[src/rtl/sys_bus_pkg.sv]
// rtl/sys_bus_pkg.sv - shared register offsets, CTRL bit positions and FSM states
package sys_bus_pkg;

  // Word offsets within the 20-bit register window
  localparam logic [19:0] OFF_CFG0 = 20'h00;
  localparam logic [19:0] OFF_CFG1 = 20'h04;
  localparam logic [19:0] OFF_CFG2 = 20'h08;
  localparam logic [19:0] OFF_CFG3 = 20'h0C;
  localparam logic [19:0] OFF_ID   = 20'h10;
  localparam logic [19:0] OFF_WCNT = 20'h14;
  localparam logic [19:0] OFF_RCNT = 20'h18;
  localparam logic [19:0] OFF_CTRL = 20'h1C;
  localparam logic [19:0] OFF_END  = 20'h20;

  // CTRL bits: bit0 is a write-only counter clear, bit1 the sticky overrun flag
  localparam int CTRL_CLR_CNT = 0;
  localparam int CTRL_OVERRUN = 1;

  typedef enum logic [1:0] {
    ST_IDLE,
    ST_WAIT,
    ST_RESP
  } state_t;

  // Latched request kind; REQ_BAD marks a simultaneous read and write
  typedef enum logic [1:0] {
    REQ_WR,
    REQ_RD,
    REQ_BAD
  } req_t;

endpackage

[src/rtl/sys_bus_wait_cnt.sv]
// rtl/sys_bus_wait_cnt.sv - 4-bit load/decrement counter timing the WAIT state
module sys_bus_wait_cnt (
  input  logic       clk,
  input  logic       rst,
  input  logic       load,
  input  logic [3:0] load_val,
  input  logic       dec,
  output logic       done
);

  logic [3:0] cnt;

  // Load on request acceptance, count down once per WAIT cycle
  always_ff @(posedge clk) begin
    if (rst) begin
      cnt <= 4'd0;
    end else if (load) begin
      cnt <= load_val;
    end else if (dec && (cnt != 4'd0)) begin
      cnt <= cnt - 4'd1;
    end
  end

  // The cycle holding count 1 is the last WAIT cycle
  assign done = (cnt <= 4'd1);

endmodule

[src/rtl/sys_bus_responder.sv]
// rtl/sys_bus_responder.sv - register-file responder on a pulse-request system bus
module sys_bus_responder
  import sys_bus_pkg::*;
#(
  parameter int          AXI_DW  = 32,
  parameter int          AXI_AW  = 32,
  parameter int          AXI_SW  = AXI_DW >> 3,
  parameter int          ACK_LAT = 0,
  parameter logic [31:0] ID_VAL  = 32'h0001_0000
) (
  input  logic                sys_clk_i,
  input  logic                sys_rst_i,
  input  logic [AXI_AW-1:0]   sys_addr_i,
  input  logic [AXI_DW-1:0]   sys_wdata_i,
  input  logic [AXI_SW-1:0]   sys_sel_i,
  input  logic                sys_wen_i,
  input  logic                sys_ren_i,
  output logic [AXI_DW-1:0]   sys_rdata_o,
  output logic                sys_err_o,
  output logic                sys_ack_o,
  output logic [4*AXI_DW-1:0] cfg_o
);

  state_t                  state;
  req_t                    kind_q;
  logic [19:0]             off_q;
  logic [AXI_DW-1:0]       wdata_q;
  logic [AXI_SW-1:0]       sel_q;
  logic [3:0][AXI_DW-1:0]  cfg;
  logic [31:0]             wcnt;
  logic [31:0]             rcnt;
  logic                    overrun;
  logic                    req_any;
  logic                    bad;
  logic                    wait_done;
  logic [AXI_DW-1:0]       rd_val;
  logic [31:0]             ctrl_rd;
  logic                    unused_addr_hi;

  assign req_any        = sys_wen_i | sys_ren_i;
  assign bad            = (kind_q == REQ_BAD) || (off_q[1:0] != 2'b00) || (off_q >= OFF_END);
  assign cfg_o          = cfg;
  assign unused_addr_hi = ^sys_addr_i[AXI_AW-1:20];

  sys_bus_wait_cnt u_wait_cnt (
    .clk      (sys_clk_i),
    .rst      (sys_rst_i),
    .load     ((state == ST_IDLE) && req_any),
    .load_val (4'(ACK_LAT)),
    .dec      (state == ST_WAIT),
    .done     (wait_done)
  );

  // Read mux over the latched offset
  always_comb begin
    ctrl_rd               = '0;
    ctrl_rd[CTRL_OVERRUN] = overrun;
    rd_val                = '0;
    case (off_q)
      OFF_CFG0, OFF_CFG1, OFF_CFG2, OFF_CFG3: rd_val = cfg[off_q[3:2]];
      OFF_ID:   rd_val = AXI_DW'(ID_VAL);
      OFF_WCNT: rd_val = AXI_DW'(wcnt);
      OFF_RCNT: rd_val = AXI_DW'(rcnt);
      OFF_CTRL: rd_val = AXI_DW'(ctrl_rd);
      default:  rd_val = '0;
    endcase
  end

  // Request FSM with registered response and all register-file state
  always_ff @(posedge sys_clk_i) begin
    if (sys_rst_i) begin
      state       <= ST_IDLE;
      kind_q      <= REQ_RD;
      off_q       <= '0;
      wdata_q     <= '0;
      sel_q       <= '0;
      sys_ack_o   <= 1'b0;
      sys_err_o   <= 1'b0;
      sys_rdata_o <= '0;
      cfg         <= '0;
      wcnt        <= '0;
      rcnt        <= '0;
      overrun     <= 1'b0;
    end else begin
      sys_ack_o <= 1'b0;
      unique case (state)
        ST_IDLE: begin
          if (req_any) begin
            off_q   <= sys_addr_i[19:0];
            wdata_q <= sys_wdata_i;
            sel_q   <= sys_sel_i;
            kind_q  <= (sys_wen_i && sys_ren_i) ? REQ_BAD : (sys_wen_i ? REQ_WR : REQ_RD);
            state   <= (ACK_LAT == 0) ? ST_RESP : ST_WAIT;
          end
        end
        ST_WAIT: begin
          if (wait_done) state <= ST_RESP;
        end
        ST_RESP: begin
          sys_ack_o   <= 1'b1;
          sys_err_o   <= bad;
          sys_rdata_o <= (!bad && kind_q == REQ_RD) ? rd_val : '0;
          state       <= ST_IDLE;
          if (!bad && kind_q == REQ_RD) rcnt <= rcnt + 32'd1;
          if (!bad && kind_q == REQ_WR) begin
            wcnt <= wcnt + 32'd1;
            case (off_q)
              OFF_CFG0, OFF_CFG1, OFF_CFG2, OFF_CFG3: begin
                for (int b = 0; b < AXI_SW; b++) begin
                  if (sel_q[b]) cfg[off_q[3:2]][b*8 +: 8] <= wdata_q[b*8 +: 8];
                end
              end
              OFF_CTRL: begin
                // The CTRL write itself is counted after the clear
                if (wdata_q[CTRL_CLR_CNT]) begin
                  wcnt <= 32'd1;
                  rcnt <= 32'd0;
                end
                if (wdata_q[CTRL_OVERRUN]) overrun <= 1'b0;
              end
              default: ;
            endcase
          end
        end
        default: state <= ST_IDLE;
      endcase
      // A request outside IDLE is dropped; flagging it takes priority over a clear
      if ((state != ST_IDLE) && req_any) overrun <= 1'b1;
    end
  end

endmodule

[config.mk]
export PLATFORM = sky130hd
export DESIGN_NAME = sys_bus_responder
export DESIGN_NICKNAME = d
export VERILOG_FILES = /design/src/rtl/sys_bus_pkg.sv /design/src/rtl/sys_bus_wait_cnt.sv /design/src/rtl/sys_bus_responder.sv
export SDC_FILE = /design/constraint.sdc
export NUM_CORES = 1
export LEC_CHECK = 0
export ABC_AREA = 1
export BUFFER_PORTS_ARGS = -buffer_cell sky130_fd_sc_hd__buf_2
export CORE_UTILIZATION = 53
export DETAILED_ROUTE_END_ITERATION = 10
export PLACE_DENSITY_LB_ADDON = 0.25
export SETUP_SLACK_MARGIN = 0.1
export SYNTH_ARGS = -nofsm -noshare
export SYNTH_HDL_FRONTEND = slang
export SYNTH_SLANG_ARGS = --single-unit
export TNS_END_PERCENT = 100
[constraint.sdc]
create_clock -name sys_clk_i -period 2.1 [get_ports sys_clk_i]
set_input_delay 0.21 -clock sys_clk_i [delete_from_list [all_inputs] [get_ports sys_clk_i]]
set_output_delay 0.21 -clock sys_clk_i [all_outputs]
set_load 0.05 [all_outputs]
==> flow_summary.json <==
{
  "die-width_um": 164,
  "synth.area.mux_share_pct": 0,
  "pwr-share-comb_pct": 8.5,
  "cp_max_fo": 7,
  "firstDrtPassIters": 5,
  "clk_latency_ns": 0.59,
  "drt_iter0_markers": 1471,
  "avgSynthCellArea_sq_um": 6.49,
  "crit_required_ns": 2.61,
  "hold_path_class": "in -> reg",
  "vias": 15600,
  "num_io_pins": 234,
  "finalHoldViolCount": 0,
  "layout.cells.non_filler": 2828,
  "diodes": 0,
  "clkPwrFrac_pct": 45.3,
  "p_int_w": 0.00916,
  "violations": "negative setup slack",
  "die_area_sq_um": 27000,
  "io_buffer_count": 221,
  "postSynthCellCount": 2155,
  "tightest_slew_ns": 0.807,
  "synth_simple_gate_area_share_pct": 39.8,
  "layout.nets": 2543,
  "fin_ws_ns": -0.0174,
  "utilization_pct": 70.0,
  "syn_area_sq_um": 14000,
  "wl_per_cell_um": 17.2,
  "setup_viol": 1,
  "ctsLongestPathBuffers": 3,
  "htreeDepth": 1,
  "synth_xor_area_share_pct": 0.376,
  "die_h_um": 164,
  "swShare_pct": 25.5,
  "crit_start": "off_q[13]$_SDFFE_PP0P_",
  "cp-start-kind": "register",
  "cts_sinks": 286,
  "busiest_layer": "met2",
  "maxClockFrequency_mhz": 472,
  "final_common_cell": "nand2_1",
  "syn_to_final_growth_pct": 30.1,
  "synthAdderAreaFrac_pct": 0.179,
  "rrSetupSlack_ns": -0.02,
  "routed_wl_mm": 48.8,
  "via_per_inst": 5.52,
  "grtUsageMet2_pct": 57.3,
  "grt_pass1_wl_mm": 73.6,
  "p_leak_nw": 8.34,
  "ys_warn_count": 0,
  "ys_seq_area_share_pct": 41.0,
  "row_count": 59,
  "grt_pass1_vias": 14500,
  "slew_viol_final": 0,
  "drc_errors": 0,
  "start_util_pct": 53.8,
  "cp_data_arrival_time_ns": 2.63,
  "worstHoldStart": "sys_wdata_i[31]",
  "outcome": "complete, but fails checks",
  "path_class": "reg -> reg",
  "gp_congestion": 0.954,
  "cellPowerDensity_nw_per_um2": 676,
  "dpl_cell_area_sq_um": 15700,
  "synth_seq_cells": 286,
  "use_met1_pct": 42.9,
  "cts_tree": "yes",
  "seqPwrFrac_pct": 46.2,
  "fin_worst_skew_ns": 0.0216,
  "cts-root-buf": "clkbuf_16",
  "rsz0062_at_grt": "yes",
  "synth_top_family_by_area": "simple AND/OR/NAND/NOR gates",
  "finalCritPeriodShare_pct": 101,
  "hpwl_mm": 31.8,
  "synth_compound_area_share_pct": 9.59,
  "cap_viol_max_count": 0,
  "power_switching_w": 0.00314,
  "period_minus_slack_ns": 2.12,
  "cts_buffers": 31,
  "grt_use_total_pct": 34.5,
  "p_total_w": 0.0123,
  "place_inst": 2677,
  "relSlewSlack_pct": 46.1,
  "final_cell_mix": "610 x nand2_1, 400 x nor2_1, 281 x dfxtp_1, 222 x buf_2, 187 x inv_1",
  "grt_max_degree": 55,
  "ir_drop_mv": 0.606,
  "syn-num-nets": 2229,
  "synth.distinct_cells": 41,
  "grt_use_met3_pct": 6.93,
  "layout-drive-gt1-share_pct": 20.1,
  "antenna_left": 0,
  "setup.worst_path.end_class": "register",
  "antenna_found_initial": 1,
  "overflow": 0,
  "r2r-start": "off_q[13]$_SDFFE_PP0P_",
  "clk_pin_slew_ns": 0.07,
  "core-area_sq_um": 26000,
  "finish.instance_area_sq_um": 18200
}
flip-flops by register name, summed over array words and instances, names as in the netlist, 2 cells and up:
signal       cells
wcnt            32
wdata_q         32
kind_q           2
off_q           20
sel_q            4
cfg_o          128
sys_rdata_o     32
rcnt            32
through the flow:
step           setup WS [ns]  TNS (ns)  hold WS, ns
4_1_cts               0.0630         0      0.00589
5_1_grt               -0.122    -0.309        0.103
6_report             -0.0174   -0.0174       0.0698
2_1_floorplan          0.343         0        0.344
3_5_place_dp         -0.0209   -0.0209        0.436
3_3_place_gp          0.0492         0        0.431
power groups by stage:
stage	Clock, W	Combinational (W)	Sequential (W)
6_report	0.00557	0.00104	0.00569
5_1_grt	0.00580	0.00110	0.00569
4_1_cts	0.00558	0.000966	0.00566
3_5_place_dp	0	0.000849	0.00576
3_3_place_gp	0	0.000840	0.00576
2_1_floorplan	0	0.000489	0.00575
routing by layer:
metal | routed length [um] | part of all wire (%) | up-vias
li1 | - | - | 7481
met1 | 19300 | 39 | 7176
met2 | 22900 | 47 | 782
met3 | 4380 | 9.0 | 172
met4 | 2280 | 4.7 | 0
met5 | 0 | 0 | -
cells in the mapped netlist:
cell type | number | share of area [%]
buf_12 | 1 | 0.14
nand2_1 | 645 | 17
o2111ai_1 | 12 | 0.75
inv_1 | 189 | 5.1
clkbuf_1 | 61 | 1.6
nand3_1 | 105 | 3.8
o211ai_1 | 3 | 0.16
nand4_1 | 33 | 1.5
nor2_2 | 8 | 0.36
o31ai_1 | 1 | 0.054
or2_2 | 1 | 0.045
o21ai_1 | 13 | 0.47
nor4_1 | 4 | 0.18
nor2_8 | 1 | 0.14
a22o_1 | 4 | 0.25
a21oi_1 | 106 | 3.8
o21bai_1 | 10 | 0.54
o21ai_0 | 71 | 2.5
xnor2_1 | 2 | 0.13
nand3b_1 | 1 | 0.054
and2_1 | 2 | 0.089
buf_6 | 10 | 0.81
nand4_4 | 12 | 1.8
nor3b_1 | 10 | 0.54
nor3_2 | 1 | 0.072
buf_2 | 27 | 0.97
nor2_4 | 3 | 0.24
ha_1 | 2 | 0.18
o22ai_1 | 22 | 0.98
xor2_1 | 4 | 0.25
and3_1 | 2 | 0.089
nand2_2 | 1 | 0.045
clkinv_1 | 2 | 0.054
nor2_1 | 439 | 12
inv_2 | 5 | 0.13
dfxtp_1 | 286 | 41
or2_0 | 1 | 0.045
a31oi_1 | 1 | 0.045
nor3_1 | 48 | 1.7
buf_1 | 1 | 0.027
buf_4 | 5 | 0.27
worst max-delay path, cell delays in order, from the launching register on:
cell       delay, ns
dfxtp_2         0.34
nor2_4          0.15
nand2_4         0.08
nor2_4          0.13
buf_6           0.11
nand4_1         0.14
nor2_4          0.16
buf_6           0.14
buf_12          0.15
nand4_4         0.14
clkbuf_16       0.24
nand2_1         0.05
nand2_1         0.05
nor2_1          0.16
cells by family after synthesis:
logic type,count (synthesis)
buffers and inverters,301
xor gates and xnor gates,6
DFF,286
AOI/OAI and AO/OA,243
adders and majority gates,2
and+or+nand+nor,1317
final timing paths:
kind                                                endpoint  depth (start not counted)
worst max-delay path                  cfg_o[50]$_SDFFE_PP0P_                         13
worst min register to register  sys_rdata_o[16]$_SDFFE_PP0P_                          2
worst min-delay path                wdata_q[31]$_SDFFE_PP0P_                          3
worst max register to register        cfg_o[50]$_SDFFE_PP0P_                         13
what timing repair did:
item | 4_1_cts | 5_1_grt
endpoints found under the hold margin | 57 | 0
pin swaps | 9 | 27
setup buffers | 9 | 11
endpoints found under the setup margin | 164 | 210
gates cloned | 9 | 8
gates resized for setup | 26 | 98
hold buffers | 57 | 0
layout make-up:
class	count	area, sq um
clock buffer	51	971
clock inverter	6	72.6
fill	2207	7800
inverter	196	738
multi-input combinational	1577	7450
sequential	286	5730
tap	335	419
timing repair buffer	377	2810
No activity file was read; power rests on OpenSTA's default activity.
